[config.mk]
export PLATFORM = sky130hd
export DESIGN_NAME = adaptive_beam_safety_supervisor
export DESIGN_NICKNAME = d
export VERILOG_FILES = /design/src/rtl/absu_pkg.sv /design/src/rtl/absu_debounce.sv /design/src/rtl/adaptive_beam_safety_supervisor.sv
export SDC_FILE = /design/constraint.sdc
export NUM_CORES = 1
export LEC_CHECK = 0
export BUFFER_PORTS_ARGS = -buffer_cell sky130_fd_sc_hd__buf_2
export CAP_MARGIN = 30
export CORE_MARGIN = 3
export CORE_UTILIZATION = 35
export CTS_CLUSTER_SIZE = 28
export DETAILED_ROUTE_END_ITERATION = 7
export PLACE_DENSITY = 0.6
export SLEW_MARGIN = 30
export SYNTH_ARGS = -nofsm -noshare
export SYNTH_HDL_FRONTEND = slang
export SYNTH_SLANG_ARGS = --single-unit
[constraint.sdc]
create_clock -name clk -period 1.81 [get_ports clk]
set_input_delay 0.362 -clock clk [delete_from_list [all_inputs] [get_ports clk]]
set_output_delay 0.362 -clock clk [all_outputs]
set_load 0.005 [all_outputs]
[src/rtl/absu_pkg.sv]
// Shared types and default channel masks for the adaptive beam safety supervisor.
package absu_pkg;

  typedef enum logic [2:0] {
    S_INIT   = 3'd0,
    S_NORMAL = 3'd1,
    S_WARN   = 3'd2,
    S_FAULT  = 3'd3,
    S_EMG    = 3'd4,
    S_LOCK   = 3'd5
  } state_t;

  typedef struct packed {
    logic emg;
    logic fault;
    logic warn;
  } class_t;

  localparam logic [5:0] DEF_EMG_MASK   = 6'b100010;
  localparam logic [5:0] DEF_FAULT_MASK = 6'b000101;
  localparam logic [5:0] DEF_WARN_MASK  = 6'b011000;
  localparam logic [5:0] DEF_GANTRY_INH = 6'b010000;

endpackage

[src/rtl/absu_debounce.sv]
// Single-channel debouncer: the output follows the input only after DEB_CYCLES
// consecutive disagreeing samples.
module absu_debounce #(
  parameter int unsigned DEB_CYCLES = 4
) (
  input  logic clk,
  input  logic rst,
  input  logic raw,
  output logic deb
);

  localparam int unsigned CW = (DEB_CYCLES > 1) ? $clog2(DEB_CYCLES) : 1;
  localparam logic [CW-1:0] LAST = CW'(DEB_CYCLES - 1);

  logic [CW-1:0] cnt;

  always_ff @(posedge clk) begin
    if (rst) begin
      cnt <= '0;
      deb <= 1'b0;
    end else if (raw != deb) begin
      if (cnt == LAST) begin
        deb <= raw;
        cnt <= '0;
      end else begin
        cnt <= cnt + CW'(1);
      end
    end else begin
      cnt <= '0;
    end
  end

endmodule

[src/rtl/adaptive_beam_safety_supervisor.sv]
// Beam-steering safety supervisor: debounced sensor classification, 6-state
// safety FSM with warning escalation, acknowledged emergency exit and fault lockout.
module adaptive_beam_safety_supervisor
  import absu_pkg::*;
#(
  parameter int unsigned        N_SENS     = 6,
  parameter int unsigned        DEB_CYCLES = 4,
  parameter int unsigned        ESC_CYCLES = 1000,
  parameter int unsigned        MAX_FAULTS = 3,
  parameter logic [N_SENS-1:0]  EMG_MASK   = DEF_EMG_MASK,
  parameter logic [N_SENS-1:0]  FAULT_MASK = DEF_FAULT_MASK,
  parameter logic [N_SENS-1:0]  WARN_MASK  = DEF_WARN_MASK,
  parameter logic [N_SENS-1:0]  GANTRY_INH = DEF_GANTRY_INH
) (
  input  logic                                 clk,
  input  logic                                 rst,
  input  logic [N_SENS-1:0]                    sens_raw,
  input  logic                                 emg_ack,
  output logic                                 y_table,
  output logic                                 y_gantry,
  output logic                                 y_filter,
  output logic                                 y_fan,
  output logic                                 y_shutter,
  output logic                                 y_relay_iso,
  output logic [N_SENS-1:0]                    sens_deb,
  output logic [$clog2(MAX_FAULTS+1)-1:0]      fault_cnt,
  output logic [2:0]                           state_dbg
);

  localparam int unsigned IW  = (DEB_CYCLES > 0) ? $clog2(DEB_CYCLES + 1) : 1;
  localparam int unsigned EW  = $clog2(ESC_CYCLES + 1);
  localparam int unsigned FCW = $clog2(MAX_FAULTS + 1);
  localparam logic [IW-1:0]  INIT_LAST = IW'(DEB_CYCLES);
  localparam logic [EW-1:0]  ESC_LAST  = EW'(ESC_CYCLES - 1);
  localparam logic [FCW-1:0] FC_LAST   = FCW'(MAX_FAULTS - 1);
  localparam logic [FCW-1:0] FC_MAX    = FCW'(MAX_FAULTS);

  state_t         state, state_next;
  class_t         cls;
  logic           all_ok;
  logic           go_fault;
  logic           init_done;
  logic [IW-1:0]  init_cnt;
  logic [EW-1:0]  esc_cnt;

  for (genvar i = 0; i < N_SENS; i++) begin : g_deb
    absu_debounce #(.DEB_CYCLES(DEB_CYCLES)) u_deb (
      .clk (clk),
      .rst (rst),
      .raw (sens_raw[i]),
      .deb (sens_deb[i])
    );
  end

  always_comb begin
    cls.emg   = |(sens_deb & EMG_MASK);
    cls.fault = |(sens_deb & FAULT_MASK);
    cls.warn  = |(sens_deb & WARN_MASK);
    all_ok    = ~(cls.emg | cls.fault | cls.warn);
    init_done = (init_cnt == INIT_LAST);
  end

  // Every path into FAULT funnels through go_fault so counting and lockout stay in one place.
  always_comb begin
    state_next = state;
    go_fault   = 1'b0;
    case (state)
      S_INIT: begin
        if (init_done) begin
          if (cls.emg)        state_next = S_EMG;
          else if (cls.fault) go_fault   = 1'b1;
          else if (cls.warn)  state_next = S_WARN;
          else                state_next = S_NORMAL;
        end
      end
      S_NORMAL: begin
        if (cls.emg)        state_next = S_EMG;
        else if (cls.fault) go_fault   = 1'b1;
        else if (cls.warn)  state_next = S_WARN;
      end
      S_WARN: begin
        if (cls.emg)                             state_next = S_EMG;
        else if (cls.fault || esc_cnt == ESC_LAST) go_fault = 1'b1;
        else if (all_ok)                         state_next = S_NORMAL;
      end
      S_FAULT: begin
        if (cls.emg)     state_next = S_EMG;
        else if (all_ok) state_next = S_NORMAL;
      end
      S_EMG: begin
        if (emg_ack && !cls.emg) state_next = S_INIT;
      end
      default: state_next = S_LOCK;
    endcase
    if (go_fault) state_next = (fault_cnt == FC_LAST) ? S_LOCK : S_FAULT;
  end

  always_ff @(posedge clk) begin
    if (rst) begin
      state     <= S_INIT;
      init_cnt  <= '0;
      esc_cnt   <= '0;
      fault_cnt <= '0;
    end else begin
      state <= state_next;
      if (state != S_INIT)  init_cnt <= '0;
      else if (!init_done)  init_cnt <= init_cnt + IW'(1);
      esc_cnt <= (state == S_WARN && state_next == S_WARN) ? esc_cnt + EW'(1) : '0;
      if (go_fault && fault_cnt != FC_MAX) fault_cnt <= fault_cnt + FCW'(1);
    end
  end

  always_comb begin
    y_table     = 1'b0;
    y_gantry    = 1'b0;
    y_filter    = 1'b0;
    y_fan       = 1'b0;
    y_shutter   = 1'b0;
    y_relay_iso = 1'b0;
    case (state)
      S_INIT: begin
        y_shutter   = 1'b1;
        y_relay_iso = 1'b1;
      end
      S_NORMAL: begin
        y_table  = 1'b1;
        y_gantry = 1'b1;
        y_filter = 1'b1;
      end
      S_WARN: begin
        y_table  = 1'b1;
        y_filter = 1'b1;
        y_fan    = 1'b1;
        y_gantry = ~|(sens_deb & GANTRY_INH);
      end
      default: begin
        y_fan       = 1'b1;
        y_shutter   = 1'b1;
        y_relay_iso = 1'b1;
      end
    endcase
  end

  assign state_dbg = state;

endmodule

==> impl_metrics.tcl <==
set metrics [dict create \
    ys_warn_count 0 \
    num_rows 25 \
    synth-xor-area-share_pct 7.36 \
    drv_slew 0 \
    tightest_slew_ns 0.401 \
    clock_skew_ns 0.00745 \
    path_max_fanout 4 \
    min_period_ns 1.83 \
    design_area_um2 2190 \
    synth_edf_count 0 \
    dr.pass1.iters 4 \
    syn_inst 201 \
    async_flop_share_pct 0 \
    tns_ns -0.0322 \
    yosys.area_share.simple_pct 24.5 \
    synthMuxAreaShare_pct 4.63 \
    crit_required_ns 1.99 \
    clock-root-buffer "clkbuf_8" \
    cts_num_sinks 36 \
    worstPathCellList "or4b_4, nor4_4, o211a_1, mux2_4" \
    portBuffers 25 \
    status "finished with violations" \
    crit_type "reg2reg" \
    cpPeakStageDelay_ns 0.52 \
    crit_arrival_ns 2.01 \
    rsz0062_at_grt "true" \
    power_frac_seq_pct 54.1 \
    gr-usage-all-layers_pct 13.0 \
    layoutNonFillerInstCount 310 \
    die-area_um2 5990 \
    grt_max_degree 21 \
    clock_latency_ns 0.29 \
    internal_power_mw 1.16 \
    ant_nets 0 \
    vias_per_cell 4.63 \
    hold_viol_final 0 \
    grt_pass1_wl_um 6350 \
    critical-path-top-delay-family "simple AND/OR/NAND/NOR gates" \
    initial_core_util_pct 37.1 \
    final.period_utilization_pct 101 \
    fmax_ghz 0.547 \
    hpwl_um 2630 \
    drive_gt1_share_pct 28.8 \
    report.final.setup_viol 2 \
    place.gp.congestion 0.821 \
    leakage_nw 0.952 \
    hold_buffers 0 \
    num_io_pins 26 \
    die_x_um 77.4 \
    first_iter_violations 90 \
    post-route-drc-count 0 \
    antennaDiodeCount 0 \
    dpl.cell_count 299 \
    syn_to_final_growth_pct 22.5 \
    synth-seq-cells 36 \
    cts_tree "done" \
    hold_class "in2reg" \
    pwr-share-clk_pct 36.8 \
    fillerInstances 492 \
    netlist_area_um2 1790 \
    clockBufferDepth 2 \
    switching_share_pct 25.2 \
    syn_nets 221 \
    powerDensity_nw_per_um2 707 \
    avgRoutedWirePerCell_um 11.5 \
    synth_cell_types 37 \
    worst-path-buf-inv 0 \
    setup_ws_ns -0.0191 \
    htreeDepth 2 \
    synth_top_family_by_area "simple AND/OR/NAND/NOR gates" \
    place_area_um2 2040 \
    numCtsBuffers 5 \
    switching_power_mw 0.390 \
    fin_nets 262 \
    antenna_found_initial 0 \
    grt_overflow_total 0 \
    seq_area_frac_synth_pct 40.4 \
    power_frac_comb_pct 9.1 \
    relSlewSlack_pct 72.6 \
    slowest_stage "or4b_4" \
    first_global_vias 1439 \
    dr_total_vias 1434 \
    synth_compound_area_share_pct 7.64 \
    synth-main-ff-cell "dfxtp_1" \
    place_ws_ns 0.0489 \
    cp-end-kind "register" \
    fp.dieH_um 77.4 \
    max-cap-violations 0 \
    routed_wl_um 3570 \
    core_area_um2 4820 \
    clk_pin_slew_worst_paths_ns 0.08 \
    vdd_drop_max_uv 289 \
    violations "setup timing" \
    whs_ns 0.335 \
    avgSynthCellArea_um2 8.88 \
    start_kind "register" \
    synthAdderAreaFrac_pct 7.71 \
]
==> final cells by class <==
cell class              instances  area (um^2)  share of cell area (%)
clock buffers                   5         68.8                    3.15
clock inverters                 3         18.8                   0.858
inverters                      12         45.0                    2.06
multi-input cells             140          956                    43.7
flip-flops and latches         36          724                    33.1
well taps                      67         83.8                    3.83
repair buffers                 47          290                    13.3
==> final timing paths <==
path | start | endpoint | depth (start not counted) | slack, ns
setup / recovery | state_dbg[2] | fault_cnt[1] | 4 | -0.02
hold / removal | sens_raw[1] | g_deb[1].u_deb.deb | 3 | 0.33
setup reg to reg | state_dbg[2] | fault_cnt[1] | 4 | -0.02
hold reg to reg | g_deb[0].u_deb.cnt[0] | g_deb[0].u_deb.cnt[0] | 1 | 0.42
==> worst register-to-register path: stages (launching register included) <==
cell     delay, ns
dfxtp_2       0.34
or4b_4        0.52
nor4_4        0.29
o211a_1       0.26
mux2_4        0.31
==> registers in the layout, summed over array words and instances, names as in the netlist <==
name             cells
g_deb.u_deb.cnt     12
esc_cnt             10
g_deb.u_deb.deb      6
init_cnt             3
state_dbg            3
fault_cnt            2
==> layout by cell type, fill, tap and decap left out, types with 2 or more instances in the layout <==
cell / instances
or3_1: 7
clkinv_2: 2
dfxtp_1: 33
nor2_1: 33
o21ai_0: 2
a21oi_1: 3
ha_1: 11
a31oi_1: 2
inv_1: 12
nand2b_1: 2
o211ai_1: 2
nand2_1: 10
nor4_1: 2
mux2_4: 2
xnor2_1: 13
xor2_1: 2
or2_2: 2
buf_4: 22
nand3_1: 4
dfxtp_2: 3
o21a_1: 2
clkbuf_8: 5
buf_2: 25
nor3_1: 16
nor3b_1: 3
mux2i_1: 6
==> metrics by stage <==
| step | power, mW | utilization (%) |
|---|---|---|
| 3_5_place_dp | 0.994 | 42.4 |
| 3_3_place_gp | 0.989 | 42.4 |
| 5_1_grt | 1.63 | 45.4 |
| 6_report | 1.55 | 45.4 |
| 2_1_floorplan | 0.943 | - |
| 4_1_cts | 1.57 | 44.3 |
==> power groups by stage <==
stage / registers, mW / logic (mW) / clock network, mW
after global routing: 0.841 / 0.168 / 0.625
final: 0.837 / 0.142 / 0.569
after floorplan: 0.852 / 0.0908 / 0
after global placement: 0.854 / 0.136 / 0
after CTS: 0.836 / 0.139 / 0.590
after detailed placement: 0.855 / 0.139 / 0
==> Yosys cell counts, types with 2 or more instances <==
cell	n	share of area [%]
mux2_1	2	1.3
nor2_1	33	6.9
mux2i_1	6	3.4
or3_1	7	2.5
xor2_1	2	0.98
clkbuf_1	3	0.63
dfxtp_1	36	40
nor3_1	16	4.5
a21oi_1	4	1.1
or2_2	2	0.70
o21ai_0	2	0.56
inv_1	12	2.5
o21a_1	2	0.84
o211ai_1	2	0.84
xnor2_1	13	6.4
nand3_1	4	1.1
a31oi_1	2	0.70
buf_6	2	1.3
nand2b_1	3	1.1
ha_1	11	7.7
nor3b_1	3	1.3
nor4_1	3	1.1
buf_4	8	3.4
nand2_1	10	2.1
==> layer usage <==
metal | track usage, % | share of wire [%]
met1 | 15.4 | 48
met2 | 22.5 | 47
met3 | 3.36 | 2.9
met4 | 4.80 | 1.8
met5 | 0 | 0
==> repair_timing <==
action,4_1_cts,5_1_grt
buffers inserted,0,3
endpoints found under the setup margin,5,18
pin swaps,0,4
gates resized for setup,2,7
==> cells by family after synthesis <==
logic type | Yosys count
fa+ha+maj | 11
buf+inv | 25
simple gates | 87
xor+xnor | 15
flops | 36
compound gates | 19
mux | 8
No activity file was read; power rests on OpenSTA's default activity.
